===== src/rtl/sa_pkg.sv =====
// sa_pkg: shared state encoding, default sizes and bank-select codes for the systolic-array feeder.
package sa_pkg;
  typedef enum logic [2:0] {ST_IDLE, ST_CLEAR, ST_STREAM, ST_DRAIN, ST_DONE} sa_state_e;
  localparam int SA_N = 8;
  localparam int SA_DW = 16;
  localparam int SA_K = 8;
  localparam logic X_BANK = 1'b0;
  localparam logic W_BANK = 1'b1;
endpackage


===== src/rtl/sa_operand_bank.sv =====
// sa_operand_bank: K-deep operand store for one lane of one bank; contents are never reset.
module sa_operand_bank #(
  parameter int K = 8,
  parameter int DW = 16,
  parameter int RW = 4
) (
  input  logic                 clk,
  input  logic                 we,
  input  logic [$clog2(K)-1:0] wr_idx,
  input  logic [DW-1:0]        wr_data,
  input  logic [RW-1:0]        rd_idx,
  output logic [DW-1:0]        rd_data
);
  logic [DW-1:0] mem_q [K];
  always_ff @(posedge clk) if (we) mem_q[wr_idx] <= wr_data;
  always_comb rd_data = int'(rd_idx) < K ? mem_q[rd_idx[$clog2(K)-1:0]] : '0;
endmodule


===== src/rtl/sa_feeder.sv =====
// sa_feeder: loads X/W operand banks and streams them skewed onto the array edges for one matmul job.
module sa_feeder import sa_pkg::*; #(
  parameter int N = SA_N,
  parameter int DW = SA_DW,
  parameter int K = SA_K
) (
  input  logic                 CLK,
  input  logic                 RST,
  input  logic                 START,
  input  logic                 IN_VALID,
  output logic                 IN_READY,
  input  logic                 IN_SEL,
  input  logic [$clog2(K)-1:0] IN_IDX,
  input  logic [N*DW-1:0]      IN_DATA,
  output logic [N*DW-1:0]      X_EDGE,
  output logic [N*DW-1:0]      W_EDGE,
  output logic                 SA_EN,
  output logic                 SA_CLR,
  output logic                 BUSY,
  output logic                 DONE
);
  localparam int CW = $clog2(K + N);
  sa_state_e state_q, state_d;
  logic [CW-1:0] cnt_q, cnt_d;
  logic [N*DW-1:0] x_edge_q, x_edge_d, w_edge_q, w_edge_d, x_rd, w_rd;
  logic wr_en;
  assign IN_READY = !RST && (state_q == ST_IDLE || state_q == ST_DONE);
  assign wr_en = IN_VALID && IN_READY && int'(IN_IDX) < K;
  assign SA_CLR = state_q == ST_CLEAR;
  assign SA_EN = state_q == ST_STREAM || state_q == ST_DRAIN;
  assign BUSY = SA_CLR || SA_EN;
  assign DONE = state_q == ST_DONE;
  assign X_EDGE = x_edge_q;
  assign W_EDGE = w_edge_q;
  always_comb begin
    state_d = state_q;
    cnt_d = '0;
    case (state_q)
      ST_IDLE, ST_DONE: state_d = START ? ST_CLEAR : ST_IDLE;
      ST_CLEAR: state_d = ST_STREAM;
      ST_STREAM: if (cnt_q == CW'(K + N - 2)) state_d = N > 1 ? ST_DRAIN : ST_DONE; else cnt_d = cnt_q + 1'b1;
      ST_DRAIN: if (cnt_q == CW'(N - 2)) state_d = ST_DONE; else cnt_d = cnt_q + 1'b1;
      default: state_d = ST_IDLE;
    endcase
  end
  // Lane i reads slot t-i; negative offsets map to an all-ones index, which the bank reads as 0.
  for (genvar i = 0; i < N; i++) begin : g_lane
    logic [CW-1:0] rd_idx;
    assign rd_idx = cnt_d >= CW'(i) ? cnt_d - CW'(i) : '1;
    sa_operand_bank #(.K(K), .DW(DW), .RW(CW)) u_x (
      .clk(CLK), .we(wr_en && IN_SEL == X_BANK), .wr_idx(IN_IDX), .wr_data(IN_DATA[i*DW +: DW]),
      .rd_idx(rd_idx), .rd_data(x_rd[i*DW +: DW])
    );
    sa_operand_bank #(.K(K), .DW(DW), .RW(CW)) u_w (
      .clk(CLK), .we(wr_en && IN_SEL == W_BANK), .wr_idx(IN_IDX), .wr_data(IN_DATA[i*DW +: DW]),
      .rd_idx(rd_idx), .rd_data(w_rd[i*DW +: DW])
    );
  end
  always_comb begin
    x_edge_d = state_d == ST_STREAM ? x_rd : '0;
    w_edge_d = state_d == ST_STREAM ? w_rd : '0;
  end
  always_ff @(posedge CLK or posedge RST) begin
    if (RST) begin
      state_q <= ST_IDLE;
      cnt_q <= '0;
      x_edge_q <= '0;
      w_edge_q <= '0;
    end else begin
      state_q <= state_d;
      cnt_q <= cnt_d;
      x_edge_q <= x_edge_d;
      w_edge_q <= w_edge_d;
    end
  end
endmodule


===== config.mk =====
export PLATFORM = sky130hd
export DESIGN_NAME = sa_feeder
export DESIGN_NICKNAME = d
export VERILOG_FILES = /design/src/rtl/sa_pkg.sv /design/src/rtl/sa_operand_bank.sv /design/src/rtl/sa_feeder.sv
export SDC_FILE = /design/constraint.sdc
export NUM_CORES = 2
export LEC_CHECK = 0
export ABC_AREA = 1
export BUFFER_PORTS_ARGS = -buffer_cell sky130_fd_sc_hd__buf_2
export CELL_PAD_IN_SITES_DETAIL_PLACEMENT = 2
export CELL_PAD_IN_SITES_GLOBAL_PLACEMENT = 2
export CORE_MARGIN = 3
export CORE_UTILIZATION = 25
export DETAILED_ROUTE_END_ITERATION = 10
export PLACE_DENSITY_LB_ADDON = 0.1
export SLEW_MARGIN = 20
export SYNTH_ARGS = -nofsm -noshare
export SYNTH_HDL_FRONTEND = slang
export SYNTH_SLANG_ARGS = --single-unit

===== constraint.sdc =====
create_clock -name CLK -period 17.2 [get_ports CLK]
set_clock_uncertainty 0.05 [all_clocks]
set_input_delay 2.58 -clock CLK [delete_from_list [all_inputs] [get_ports CLK]]
set_output_delay 2.58 -clock CLK [all_outputs]
set_load 0.05 [all_outputs]

# --- Word-level counts from Yosys, hierarchy flattened ---
# Memory sizes are Yosys's and may differ from the RTL's.
# Cells that the tools add are included.
word_totals:
  word_cells: 99
  regBits: 263
  in_bits: 136
  out_inout_bits: 261
  memories: 16
  mem_bits_rw: 2048
classes:
  magnitude_cmp: 16
  bitwise_logic: 1
  reduce_logical: 10
  n_eq_ne: 7
  mux: 37
  addsub: 8
mem_list:
  columns: ["name", "words", "word_bits", "read_ports", "rd_clocked_by_memory_dff", "wr", "line_no", "text"]
  rows:
  - ["g_lane[0].u_w.mem_q", 8, 16, 1, 0, 1, "sa_operand_bank.sv:14", "logic [DW-1:0] mem_q [K];"]
  - ["g_lane[0].u_x.mem_q", 8, 16, 1, 0, 1, "sa_operand_bank.sv:14", null]
  - ["g_lane[1].u_w.mem_q", 8, 16, 1, 0, 1, "sa_operand_bank.sv:14", null]
  - ["g_lane[1].u_x.mem_q", 8, 16, 1, 0, 1, "sa_operand_bank.sv:14", null]
  - ["g_lane[2].u_w.mem_q", 8, 16, 1, 0, 1, "sa_operand_bank.sv:14", null]
  - ["g_lane[2].u_x.mem_q", 8, 16, 1, 0, 1, "sa_operand_bank.sv:14", null]
  - ["10 more memories", null, null, null, null, null, null, null]
ops:
  columns: ["operator", "count"]
  rows:
  - ["two-way mux 128 bit", 2]
  - ["two-way mux 16 bit", 16]
  - ["two-way mux 4 bit", 10]
  - ["< comparator 4 bit (second input constant)", 8]
  - [">= comparator 4 x 3 -> 1 bit (second input constant)", 4]
  - ["subtractor 4 x 3 -> 4 bit (second input constant)", 4]
  - ["one-hot mux 3 bit (4 select lines)", 1]
  - ["== test 3 x 2 -> 1 bit (second input constant)", 3]
  - [">= comparator 4 x 1 -> 1 bit (second input constant)", 2]
  - [">= comparator 4 x 2 -> 1 bit (second input constant)", 2]
  - ["one-hot mux 4 bit (2 select lines)", 1]
  - ["subtractor 4 x 2 -> 4 bit (second input constant)", 2]
  - ["two-way mux 3 bit", 2]
  - ["two-way mux 1 bit", 5]
  - ["adder 4 x 1 -> 4 bit (second input constant)", 1]
  - ["== test 4 x 3 -> 1 bit (second input constant)", 1]
  - ["== test 4 bit (second input constant)", 1]
  - ["logical AND 1 bit", 4]
  - ["subtractor 4 x 1 -> 4 bit (second input constant)", 1]
  - ["== test 3 x 1 -> 1 bit (second input constant)", 1]
  - ["== test 3 bit (second input constant)", 1]
  - ["logical NOT 3 bit", 1]
  - ["logical OR 1 bit", 3]
  - ["OR reduction 2 bit", 1]
  - ["other kinds (2)", 2]

# --- Depth between registers and ports, before layout ---
logic_depth:
  depth_word: 8
  ltp_mapped: 21
  ltp_nobuf: 18

# --- Modules after synthesis ---
# Synthesis repeated with hierarchy kept, for this count alone.
hier_totals:
  hier_cells: 10087
  area_unflattened_um2: 101297.2
by_module_without_submodules:
  columns: ["module", "cells_each", "instances", "area_per_inst_um2", "seq_area_each_um2"]
  rows:
  - ["sa_operand_bank", 572, 16, 5741.8, 3843.7]
  - ["sa_feeder", 935, 1, 9429.0, 6581.3]

# --- Least setup slack after synthesis ---
# Ideal clock, no wire load.
synth_timing:
  kind: "input-to-reg"
  startpoint: "in RST"
  endpoint: "mem g_lane[0].u_w.mem_q[0][0] (enable)"
  setup_ns: 0.617
  t_required_ns: 16.533
  stages: 3
  arrival_ns: 9.126
  n_path_buf: 0
  slack_ns: 7.407
  cell_sequence: "nor2_1 > nand3_1 > nor2_1"
synth_via:
  elab_chain_len: 6
synth_lines:
  columns: ["element", "line_no", "text"]
  rows:
  - ["start: declaration", "sa_feeder.sv:8", "input logic RST,"]
  - ["logical NOT 1 bit (no line)", null, null]
  - ["logical AND 1 bit", "sa_feeder.sv:27", "assign IN_READY = !RST && (state_q == ST_IDLE || state_q == ST_DONE);"]
  - ["logical AND 1 bit", "sa_feeder.sv:28", "assign wr_en = IN_VALID && IN_READY && int'(IN_IDX) < K;"]
  - ["logical AND 1 bit", "sa_feeder.sv:55", ".clk(CLK), .we(wr_en && IN_SEL == W_BANK), .wr_idx(IN_IDX), .wr_data(IN_DATA[i*DW +: DW]),"]
  - ["two-way mux 1 bit", "sa_operand_bank.sv:15", "always_ff @(posedge clk) if (we) mem_q[wr_idx] <= wr_data;"]
  - ["two-way mux 1 bit (implied by the code)", "sa_operand_bank.sv:15", null]
  - ["end: declaration", "sa_operand_bank.sv:14", null]
# Every way passes these cells.

# --- Final worst setup path ---
layout_timing:
  startpoint: "in RST"
  endpoint: "out IN_READY"
layout_via:
  elab_chain_len: 2
layout_lines:
  columns: ["element", "line_no", "text"]
  rows:
  - ["logical NOT 1 bit (no line)", null, null]
  - ["logical AND 1 bit", "sa_feeder.sv:27", null]
  - ["end: declaration", "sa_feeder.sv:11", "output logic IN_READY,"]
# Every way passes these cells.

==> reports/metrics.cfg <==
[outcome]
outcome = completed

[global_routing]
grt_pass1_vias = 63500
grt_first_pass_wirelength_um = 468000
grt-ovfl-total = 0
grt_usage_pct = 17.5
grt_max_degree = 166
antenna_found_initial = 56

[clocking]
cts_tree = done
hold_buffers = 0
postCtsSetupBuffers = 0
clk_latency_ns = 0.88
cts_resized = 0
cts_sinks = 2311
cts_buffers = 289
path_clk_slew_ns = 0.06
htreeDepth = 5
cts_root_buffer = clkbuf_16
clk_path_buf_depth = 4

[floorplan]
core_um2 = 356000
die_w_um = 605
dieArea_um2 = 366000
ios = 397
die_h_um = 605
floorplan.rows = 219
start_util_pct = 25.1

[sta]
slew_headroom_pct = 24.8
fin_crit_ns = 5.83
tns_ns = 0
worst_pin_slew_ns = 1.13
rsz0062_at_grt = no
finalSetupViolCount = 0
whs_ns = 0.551
max_clock_freq_mhz = 172
finalHoldViolations = 0
fin_crit_sh_pct = 33.9
slew_violations = 0

[critical_path]
path_class = primary input to primary output
reg2reg_depth = 18
cp-start-kind = primary input
reg2reg_slack_ns = 11.49
crit_required_ns = 14.57
critical_path.max_fanout = 3
arrival_ns = 3.20
critPathCaptureType = primary output

[pwr]
power_mw = 18.2
powerDensity_nw_per_um2 = 172
p_leak_nw = 38.4
combPwrFrac_pct = 33.0
ir_drop_mv = 0.162
seq_power_share_pct = 34.6
p_int_mw = 11.0
p_switching_mw = 7.19
switching_share_pct = 39.4
clkPwrFrac_pct = 32.4

[routing]
drt_iter0_drc = 3104
vias = 57700
post-route-drc-count = 0
vias_per_cell = 4.64
routedWlPerCell_um = 26.3
routed_wl_um = 326000
dr.pass1.iters = 5
drtAntennaViolNets = 0

[synthesis]
synth_area_um2 = 89600
synth_area_per_cell_um2 = 12.7
async_reset_ff_share_pct = 11.4
yosysWarnings = 0
synth_nets = 7205
synth-main-ff-cell = edfxtp_1
synth-edff-count = 2048
ys_ff_latch = 2311
synthCells = 7055
synth.distinct_cells = 36
ys_seq_area_share_pct = 76.0

[layout]
final_common_cell = edfxtp_1
nets = 7574
area_delta_synth_final_pct = 18.3
layout_common_cells = 2048 x edfxtp_1, 1688 x nand2_1, 1058 x nand3_1
drive_gt1_share_pct = 13.8

[place]
io_buffers = 396
hpwl_um = 173000
gp_congestion = 0.697

[run]
drv_cap = 0

[hold_path]
hold_path_depth = 1
hold_path_class = flop to flop

## power by group through the flow
stage	clock, mW	sequential [mW]	combinational (mW)
after detailed placement	0	6.43	6.26
after floorplan	0	6.63	3.52
after global placement	0	6.43	6.21
after global routing	6.34	6.31	6.77
after CTS	6.13	6.32	6.29
final	5.89	6.31	6.02
## kinds of logic after synthesis
family / Yosys count / share of synthesized area (%)
buffers and inverters: 620 / 3.05
and+or+nand+nor: 3434 / 16.5
AOI/OAI and AO/OA: 672 / 4.23
xor gates and xnor gates: 4 / 0.0559
DFF: 2311 / 76.0
adders and majority gates: 14 / 0.195
## sequential cells by signal (all words and copies together) (netlist names)
register          cells
X_EDGE              128
state_q               3
g_lane.u_w.mem_q   1024
cnt_q                 4
g_lane.u_x.mem_q   1024
W_EDGE              128
## worst paths after layout
kind                                      start               endpoint
hold reg to reg            state_q[2]$_DFF_PP0_   state_q[2]$_DFF_PP0_
max in group asynchronous                   RST   W_EDGE[60]$_DFF_PP0_
min in group asynchronous                   RST  X_EDGE[101]$_DFF_PP0_
setup reg to reg             cnt_q[0]$_DFF_PP0_   X_EDGE[95]$_DFF_PP0_
setup / recovery                            RST               IN_READY
hold / removal             state_q[2]$_DFF_PP0_   state_q[2]$_DFF_PP0_
## worst max-delay path, cell delays in order
cell and delay [ns]:
buf_2 0.14, nor2_1 0.18, buf_2 0.30
## cell usage after synthesis (2+ instances only)
master | number | area [um2]
a21oi_1 | 307 | 1540
a22oi_1 | 17 | 128
buf_1 | 29 | 109
buf_2 | 208 | 1040
buf_4 | 38 | 285
clkbuf_1 | 168 | 631
dfrtp_1 | 263 | 6580
edfxtp_1 | 2048 | 61500
ha_1 | 14 | 175
inv_1 | 164 | 616
inv_2 | 12 | 45.0
nand2_1 | 1699 | 6380
nand2_2 | 5 | 31.3
nand2_4 | 5 | 56.3
nand3_1 | 1058 | 5300
nand3_2 | 2 | 20.0
nand3b_1 | 61 | 458
nand4_1 | 2 | 12.5
nor2_1 | 463 | 1740
nor2_2 | 5 | 31.3
nor3_1 | 66 | 330
o211ai_1 | 99 | 743
o21ai_0 | 172 | 861
o21ai_1 | 43 | 215
o221ai_1 | 32 | 280
or2_2 | 64 | 400
xor2_1 | 2 | 17.5
## metal layers
layer	vias to the layer above	routed length (um)	part of all wire, %	track usage [%]
met5	-	134	0.041	0
li1	25800	-	-	-
met1	30600	145000	44	22.8
met4	20	7780	2.4	4.40
met2	870	162000	50	30.4
met3	429	11900	3.7	2.73
## layout make-up
type	instances	area (um2)
Inverter	177	691
Tap cell	4751	5940
Multi-Input combinational cell	4124	19100
Sequential cell	2311	68100
Clock buffer	424	8150
Fill cell	37400	250000
Antenna cell	11	27.5
Timing Repair Buffer	521	3100
Clock inverter	109	936
## per-stage QoR
step | setup slack [ns] | area, um2 | std cells | util (%)
2_1_floorplan | 7.33 | 89600 | 7055 | -
6_report | 11.37 | 106000 | 12400 | 29.7
4_1_cts | 11.18 | 106000 | 12400 | 29.7
3_5_place_dp | 10.43 | 96900 | 11900 | 27.2
5_1_grt | 10.93 | 106000 | 12400 | 29.7
3_3_place_gp | 10.09 | 96900 | 11900 | 27.2
Power figures use the tool's default switching activity.
